===== config.mk =====
export PLATFORM = sky130hd
export DESIGN_NAME = uart_rx_top
export DESIGN_NICKNAME = d
export VERILOG_FILES = /design/src/rtl/uart_pkg.sv /design/src/rtl/uart_rx_sync.sv /design/src/rtl/uart_rx_top.sv
export SDC_FILE = /design/constraint.sdc
export NUM_CORES = 1
export LEC_CHECK = 0
export ABC_CLOCK_PERIOD_IN_PS = 2800
export CORE_ASPECT_RATIO = 1.5
export CORE_UTILIZATION = 56
export CTS_CLUSTER_DIAMETER = 120
export DETAILED_ROUTE_END_ITERATION = 12
export HOLD_SLACK_MARGIN = 0.1
export MAX_ROUTING_LAYER = met4
export PLACE_DENSITY = 0.76
export SLEW_MARGIN = 10
export SYNTH_ARGS = -nofsm -noshare
export SYNTH_HDL_FRONTEND = slang
export SYNTH_SLANG_ARGS = --single-unit

===== constraint.sdc =====
create_clock -name clk -period 2.8 [get_ports clk]
set_clock_uncertainty 0.05 [all_clocks]
set_input_delay 0.28 -clock clk [delete_from_list [all_inputs] [get_ports clk]]
set_output_delay 0.28 -clock clk [all_outputs]
set_load 0.005 [all_outputs]

===== src/rtl/uart_pkg.sv =====
// rtl/uart_pkg.sv - shared UART types, word-length codes and parity helpers
package uart_pkg;

    typedef enum logic [2:0] {
        IDLE,
        START,
        DATA,
        PARITY,
        STOP
    } rx_state_t;

    localparam logic [1:0] WLS_5 = 2'b00;
    localparam logic [1:0] WLS_6 = 2'b01;
    localparam logic [1:0] WLS_7 = 2'b10;
    localparam logic [1:0] WLS_8 = 2'b11;

    function automatic logic [3:0] wls_to_bits(input logic [1:0] wls);
        return 4'd5 + {2'b00, wls};
    endfunction

    // Returns the parity bit the transmitter should have sent for this character.
    function automatic logic exp_parity(input logic [7:0] data, input logic [3:0] nbits,
                                        input logic eps, input logic sticky);
        logic [7:0] w_mask;
        logic       w_par;
        w_mask = 8'hFF >> (4'd8 - nbits);
        if (sticky)
            w_par = ~eps;
        else if (eps)
            w_par = ^(data & w_mask);
        else
            w_par = ~^(data & w_mask);
        return w_par;
    endfunction

endpackage


===== src/rtl/uart_rx_sync.sv =====
// rtl/uart_rx_sync.sv - multi-flop synchroniser for the rx line, resets to idle-high
module uart_rx_sync #(
    parameter int SYNC_STAGES = 2
) (
    input  logic clk,
    input  logic rst,
    input  logic d,
    output logic q
);

    logic [SYNC_STAGES-1:0] r_sync;

    always_ff @(posedge clk) begin
        if (rst) begin
            r_sync <= '1;
        end else begin
            r_sync[0] <= d;
            for (int i = 1; i < SYNC_STAGES; i++)
                r_sync[i] <= r_sync[i-1];
        end
    end

    assign q = r_sync[SYNC_STAGES-1];

endmodule


===== src/rtl/uart_rx_top.sv =====
// rtl/uart_rx_top.sv - 16550-style UART receiver: deserialise, parity/framing check, break detect
module uart_rx_top
    import uart_pkg::*;
#(
    parameter int OVERSAMPLE  = 16,
    parameter int SYNC_STAGES = 2
) (
    input  logic       clk,
    input  logic       rst,
    input  logic       baud_pulse,
    input  logic       rx,
    input  logic       pen,
    input  logic       eps,
    input  logic       sticky_parity,
    input  logic [1:0] wls,
    output logic       push,
    output logic [7:0] dout,
    output logic       pe,
    output logic       fe,
    output logic       bi
);

    localparam int CNT_W = $clog2(OVERSAMPLE);
    localparam logic [CNT_W-1:0] CNT_MID = CNT_W'(OVERSAMPLE / 2 - 1);
    localparam logic [CNT_W-1:0] CNT_END = CNT_W'(OVERSAMPLE - 1);

    rx_state_t        r_state, w_state_next;
    logic [CNT_W-1:0] r_cnt, w_cnt_next;
    logic [2:0]       r_bitcnt, w_bitcnt_next;
    logic             w_rx_s, r_rx_prev;
    logic             w_latch_cfg, w_shift_en, w_par_en, w_stop_en;
    logic [7:0]       r_shift;
    logic [3:0]       r_nbits;
    logic             r_pen, r_eps, r_sticky, r_par_bit, r_pe_pend;
    logic             r_push, r_pe, r_fe, r_bi;
    logic [7:0]       r_dout;

    uart_rx_sync #(.SYNC_STAGES(SYNC_STAGES)) u_sync (
        .clk (clk),
        .rst (rst),
        .d   (rx),
        .q   (w_rx_s)
    );

    always_ff @(posedge clk) begin
        if (rst) begin
            r_state  <= IDLE;
            r_cnt    <= '0;
            r_bitcnt <= '0;
        end else begin
            r_state  <= w_state_next;
            r_cnt    <= w_cnt_next;
            r_bitcnt <= w_bitcnt_next;
        end
    end

    always_comb begin
        w_state_next  = r_state;
        w_cnt_next    = r_cnt;
        w_bitcnt_next = r_bitcnt;
        w_latch_cfg   = 1'b0;
        w_shift_en    = 1'b0;
        w_par_en      = 1'b0;
        w_stop_en     = 1'b0;
        if (baud_pulse) begin
            unique case (r_state)
                IDLE: begin
                    // Edge-qualified so a held-low break line cannot retrigger.
                    if (r_rx_prev && !w_rx_s) begin
                        w_cnt_next   = '0;
                        w_state_next = START;
                    end
                end
                START: begin
                    if (r_cnt == CNT_MID) begin
                        if (w_rx_s) begin
                            w_state_next = IDLE;
                        end else begin
                            w_cnt_next    = '0;
                            w_bitcnt_next = '0;
                            w_latch_cfg   = 1'b1;
                            w_state_next  = DATA;
                        end
                    end else begin
                        w_cnt_next = r_cnt + 1'b1;
                    end
                end
                DATA: begin
                    if (r_cnt == CNT_END) begin
                        w_cnt_next    = '0;
                        w_bitcnt_next = r_bitcnt + 3'd1;
                        w_shift_en    = 1'b1;
                        if ({1'b0, r_bitcnt} == r_nbits - 4'd1)
                            w_state_next = r_pen ? PARITY : STOP;
                    end else begin
                        w_cnt_next = r_cnt + 1'b1;
                    end
                end
                PARITY: begin
                    if (r_cnt == CNT_END) begin
                        w_cnt_next   = '0;
                        w_par_en     = 1'b1;
                        w_state_next = STOP;
                    end else begin
                        w_cnt_next = r_cnt + 1'b1;
                    end
                end
                STOP: begin
                    if (r_cnt == CNT_END) begin
                        w_cnt_next   = '0;
                        w_stop_en    = 1'b1;
                        w_state_next = IDLE;
                    end else begin
                        w_cnt_next = r_cnt + 1'b1;
                    end
                end
                default: w_state_next = IDLE;
            endcase
        end
    end

    always_ff @(posedge clk) begin
        if (rst) begin
            r_rx_prev <= 1'b1;
            r_shift   <= '0;
            r_nbits   <= 4'd8;
            r_pen     <= 1'b0;
            r_eps     <= 1'b0;
            r_sticky  <= 1'b0;
            r_par_bit <= 1'b0;
            r_pe_pend <= 1'b0;
            r_push    <= 1'b0;
            r_dout    <= '0;
            r_pe      <= 1'b0;
            r_fe      <= 1'b0;
            r_bi      <= 1'b0;
        end else begin
            r_push <= w_stop_en;
            if (baud_pulse)
                r_rx_prev <= w_rx_s;
            // Line control is frozen for the frame once the start bit is verified.
            if (w_latch_cfg) begin
                r_nbits   <= wls_to_bits(wls);
                r_pen     <= pen;
                r_eps     <= eps;
                r_sticky  <= sticky_parity;
                r_shift   <= '0;
                r_par_bit <= 1'b0;
                r_pe_pend <= 1'b0;
            end
            if (w_shift_en)
                r_shift[r_bitcnt] <= w_rx_s;
            if (w_par_en) begin
                r_par_bit <= w_rx_s;
                r_pe_pend <= w_rx_s != exp_parity(r_shift, r_nbits, r_eps, r_sticky);
            end
            if (w_stop_en) begin
                r_dout <= r_shift;
                r_pe   <= r_pe_pend;
                r_fe   <= ~w_rx_s;
                r_bi   <= (r_shift == 8'h00) && !r_par_bit && !w_rx_s;
            end
        end
    end

    assign push = r_push;
    assign dout = r_dout;
    assign pe   = r_pe;
    assign fe   = r_fe;
    assign bi   = r_bi;

endmodule


# Yosys cells after proc, flatten, opt, wreduce, memory -nomap -nowiden
# Index checks and enable logic that the tools add are counted.
[totals]
reg_bits = 42
output_inout_bits = 12
word_cells = 103
[op_classes]
add_sub_neg = 5
order_cmp = 2
n_eq_ne = 16
shift = 1
mux = 42
bitwise = 3
n_reduce_logical = 17
[op_table]
columns = ["operator", "n"]
rows = [
  ["2-to-1 mux 3 bit", 10],
  ["2-to-1 mux 8 bit", 3],
  ["2-to-1 mux 1 bit", 19],
  ["2-to-1 mux 4 bit", 4],
  ["one-hot mux 3 bit (5 select lines)", 1],
  ["inequality test 2 bit, second input constant", 7],
  ["one-hot mux 4 bit (3 select lines)", 1],
  ["AND 8 bit", 1],
  ["bitwise mux 8 bit", 1],
  ["logical NOT 8 bit", 1],
  ["XNOR reduction 8 bit", 1],
  ["XOR reduction 8 bit", 1],
  ["right shift 8 x 4 -> 8 bit, first input constant", 1],
  ["AND reduction 7 bit", 1],
  ["== test 3 x 2 -> 1 bit, second input constant", 2],
  ["one-hot mux 3 bit (2 select lines)", 1],
  ["AND reduction 5 bit", 1],
  ["adder 3 x 2 -> 4 bit, first input constant", 1],
  ["adder 4 x 1 -> 4 bit, second input constant", 1],
  ["== test 3 x 4 -> 1 bit", 1],
  ["== test 4 x 3 -> 1 bit, second input constant", 1],
  ["== test 4 bit, second input constant", 1],
  ["logical AND 1 bit", 4],
  ["< comparator 3 x 4 -> 1 bit, second input constant", 1],
  ["17 further kinds", 20],
]

# Longest topological paths before layout
[logic_depth]
word_depth = 10
ltp_mapped = 9

# Cells and area by module
# From an unflattened synthesis, not the netlist that was laid out.
[hier_totals]
cells_unflattened = 265
hier_area_um2 = 2169.6
[by_module_without_submodules]
columns = ["mod", "n_inst", "cells_each", "area_per_inst_um2", "seq_area_each_um2"]
rows = [
  ["uart_rx_top", 1, 261, 2117.0, 800.8],
  ["uart_rx_sync", 1, 4, 52.6, 40.0],
]

# Worst setup path after synthesis
# No wires, ideal clock.
[synth_path]
kind = "register to register"
from = "register r_nbits[0]"
to = "register r_pe_pend"
arrival_ns = 2.233
required_time_ns = 2.688
slack_ns = 0.454
stages_incl_launch_ff = 10
n_path_buf = 0
path_cell_list = "dfxtp_1 -> inv_1 -> ha_1 -> xnor2_1 -> a21oi_1 -> a2111oi_2 -> xnor2_1 -> mux2i_1 -> or4_1 -> nand3_1"
[synth_between]
elab_chain_cells = 10
elab_cells_between_ends = 11
cone_classes = "add/sub: 1; eq/ne: 1; shift: 1; mux: 5; bitwise: 1; reduce/logical: 2"
[synth_rtl]
columns = ["item", "line", "rtl"]
rows = [
  ["from (decl)", "uart_rx_top.sv:33", "logic [3:0] r_nbits;"],
  ["from (signal assigned)", "uart_rx_top.sv:143", "r_nbits <= wls_to_bits(wls);"],
  ["subtractor 4 bit (*)", "uart_pkg.sv:26", "w_mask = 8'hFF >> (4'd8 - nbits);"],
  ["right shift 8 x 4 -> 8 bit (*)", "uart_pkg.sv:26", ""],
  ["AND 8 bit (*)", "uart_pkg.sv:30, uart_pkg.sv:32", ""],
  ["XNOR reduction 8 bit or XOR reduction 8 bit (tied branches)", "uart_pkg.sv:32, uart_pkg.sv:30", ""],
  ["2-to-1 mux 1 bit (*)", "uart_pkg.sv:29", "else if (eps)"],
  ["2-to-1 mux 1 bit (*)", "uart_pkg.sv:27", "if (sticky)"],
  ["2-to-1 mux 1 bit (*)", "uart_rx_top.sv:153", "if (w_par_en) begin"],
  ["2-to-1 mux 1 bit (*)", "uart_rx_top.sv:123", "if (rst) begin"],
  ["inequality test 1 bit (*)", "uart_rx_top.sv:155", "r_pe_pend <= w_rx_s != exp_parity(r_shift, r_nbits, r_eps, r_sticky);"],
  ["2-to-1 mux 1 bit (*)", "uart_rx_top.sv:153", ""],
  ["to (signal assigned)", "uart_rx_top.sv:155", ""],
  ["to (decl)", "uart_rx_top.sv:34", "logic r_pen, r_eps, r_sticky, r_par_bit, r_pe_pend;"],
]
# Every way passes the cells marked *; elsewhere a longest branch is shown, timed or not. The select of a mux whose other input is x is not followed.
# A chain may end at the register's enable or synchronous reset.

# Final worst setup path
# Same ends and word-level chain as after synthesis.

==> impl_metrics.ini <==
[power]
peakVddDrop_mv = 0.3757
power_uw = 1123
p_leak_uw = 0.0009493
cellPowerDensity_mw_per_mm2 = 452.3

[logic_synthesis]
yosysUniqueCellTypes = 38
synth_edf_count = 0
yosys.area.top_type = dfxtp_1
synthFlopType = dfxtp_1
syn-num-nets = 279
synth_area_leaders = dfxtp_1 39%, nor2_1 5.6%, a21oi_1 5.4%
seq_area_frac_synth = 0.3939
ys_warn_count = 0
netlist.area_leader.share = 0.3939
async_flop_share = 0
synth_cells = 264
synth_area_mm2 = 0.002135
synth_area_per_cell_um2 = 8.085
synth-seq-cells = 42

[finish]
syn_to_final_growth_pct = 16.30
seq_area_um2 = 840.8
post-route-util = 0.6804
antennaDiodeCount = 0
multi_input_area_mm2 = 0.001206
design_area_mm2 = 0.002482
nFillCells = 321
layout-drive-gt1-share = 0.06338
nets = 298

[die]
die_area_mm2 = 0.004068
initial_core_util = 0.5850
pin_count = 21
core_area_mm2 = 0.003649
die_x_um = 52.41
std_cell_rows = 27
die_h_um = 77.62

[route]
dr.pass1.iters = 4
drc = 0
drt-initial-drc-count = 37
drtAntennaViolNets = 0
routed_wl_um = 4475
via_per_inst = 5.624
num_vias = 1839
post_drt_wl_per_cell_um = 13.69

[place]
place_area_mm2 = 0.002372
finalWeightedCongestion = 0.8184
portBuffers = 20
detailed_place_hpwl_um = 3229

[clock_network]
cts_hold_buf = 0
cts-root-buf = clkbuf_8
cts_resized = 0
post_cts_buffers = 0
htreeDepth = 2
clk_pin_slew_ps = 80
clk_latency_ps = 290
cts.sinks = 42
cts_made_buffers = 5
clk_path_buf_depth = 2
tritoncts = built

[sta]
max_freq_mhz = 406.9
period_needed_ps = 2457
rsz0062_at_grt = false
hold_viol = 0
setup_viol = 0
max_slew_margin = 0.6215
tightestPinTransition_ps = 566.4
finalMaxSlewViolations = 0
finalCritPeriodShare = 0.8777
tns_ps = 0

[critical_path]
path_cells = inv_1 > ha_1 > xor2_1 > o21ai_0 > a2111oi_2 > xnor2_1 > mux2i_1 > or4_1 > nand3_1
crit_family = compound AO/OA/AOI/OAI gates
cp.arrival_ps = 2650
start_kind = register
max_stage_delay_ps = 460
critPathCaptureType = register
crit_fanout = 7
cp_slowest_cell = dfxtp_1
required_ps = 2990
cp_num_buf_inv = 1
criticalPathCategory = register to register

[grt]
grt.overflow.total = 0
grt_pass1_vias = 1735
antenna_found_initial = 0
grt_usage = 0.2481
grt_pass1_wl_um = 7479
grt_max_degree = 29

[flow_run]
maxCapViolations = 0

[min_path]
hp-class = register to register

[outcome]
run_status = finished, final reports clean
==> state kept, by name (all words and copies together), names as in the netlist <==
name and count:
bi 1, dout 8, fe 1, pe 1, push 1, r_bitcnt 3, r_cnt 4, r_eps 1
r_nbits 4, r_par_bit 1, r_pe_pend 1, r_pen 1, r_rx_prev 1, r_shift 8, r_state 3, r_sticky 1
u_sync.r_sync 2
==> cell families (layout without fill, tap and decap cells) <==
family	Yosys count	count (layout)	synth area share
simple gates	117	117	0.2726
mux	13	13	0.06272
compound gates	50	50	0.1413
fa+ha+maj	6	6	0.03517
flops	42	42	0.3939
buf+inv	23	43	0.04103
xor+xnor	13	13	0.05334
==> per-stage QoR <==
step / cells / hold WS (ps) / setup slack, ps
floorplan: 264 / 325.8 / 454.4
global placement: 319 / 343.9 / 484.5
detailed placement: 319 / 346.3 / 348.8
CTS: 327 / 368.9 / 331.2
global route: 327 / 405.5 / 123.3
finish: 327 / 365.8 / 342.6
==> cells in the mapped netlist (4+ instances only) <==
cell type  number
mux2i_1        10
nor4_1          4
a21oi_1        23
ha_1            6
o21ai_0        12
nand4_1         4
nand2b_1        8
xor2_1          4
nor3b_1         7
or3_1           5
nor3_1          8
xnor2_1         9
inv_1          11
nand2_1        26
nand3_1         8
nor2_1         32
dfxtp_1        42
clkbuf_1       11
o211ai_1        4
==> worst reg2reg max path: stages (launching register included) <==
cell       delay [ps]
dfxtp_1           460
inv_1             110
ha_1              260
xor2_1            180
o21ai_0           130
a2111oi_2         430
xnor2_1           180
mux2i_1           120
or4_1             400
nand3_1            90
==> power by group <==
part | leakage, µW | internal (µW) | total, µW | switching [µW]
registers | 0.000339 | 600 | 606 | 5.71
logic | 0.000559 | 20.7 | 44.4 | 23.7
clock network | 0.0000514 | 266 | 473 | 207
total | 0.000949 | 886 | 1120 | 236
==> final timing paths <==
path | start | slack [ps] | end | cells past startpoint
worst min-delay path | u_sync.r_sync[0]$_SDFF_PP1_ | 370 | u_sync.r_sync[1]$_SDFF_PP1_ | 1
worst min register to register | u_sync.r_sync[0]$_SDFF_PP1_ | 370 | u_sync.r_sync[1]$_SDFF_PP1_ | 1
worst max register to register | r_nbits[0]$_SDFFE_PP0P_ | 340 | r_pe_pend$_SDFFE_PP0P_ | 9
worst max-delay path | r_nbits[0]$_SDFFE_PP0P_ | 340 | r_pe_pend$_SDFFE_PP0P_ | 9
==> routing by layer <==
layer,share of wire,wire [µm],track usage
met3,0.018,81,0.04118
met2,0.53,2357,0.4367
met5,0,0,-
met1,0.45,1997,0.2736
met4,0.0087,39,0.07895
==> cell usage in the layout (no fill, tap or decap), types with 2 or more instances in the layout <==
cell type | Yosys | routed
a211oi_1 | 2 | 2
a21oi_1 | 23 | 23
and2_1 | 2 | 2
and3_1 | 3 | 3
buf_4 | 0 | 4
clkbuf_8 | 0 | 5
clkdlybuf4s50_1 | 0 | 20
dfxtp_1 | 42 | 42
ha_1 | 6 | 6
inv_1 | 11 | 11
mux2_2 | 3 | 3
mux2i_1 | 10 | 10
nand2_1 | 26 | 26
nand2b_1 | 8 | 8
nand3_1 | 8 | 8
nand3b_1 | 2 | 2
nand4_1 | 4 | 4
nor2_1 | 32 | 32
nor2b_1 | 3 | 3
nor3_1 | 8 | 8
nor3b_1 | 7 | 7
nor4_1 | 4 | 4
o211ai_1 | 4 | 4
o21ai_0 | 12 | 12
or2_2 | 2 | 2
or3_1 | 5 | 5
or4_1 | 2 | 2
xnor2_1 | 9 | 9
xor2_1 | 4 | 4
==> cell type report <==
| class | instances | share of cell area |
|---|---|---|
| Sequential cell | 42 | 0.3387 |
| Tap cell | 43 | 0.02167 |
| Inverter | 11 | 0.01663 |
| Multi-Input combinational cell | 199 | 0.4859 |
| Timing Repair Buffer | 24 | 0.09274 |
| Clock buffer | 6 | 0.02923 |
| Clock inverter | 2 | 0.01512 |
(Power assumes the default switching activity.)
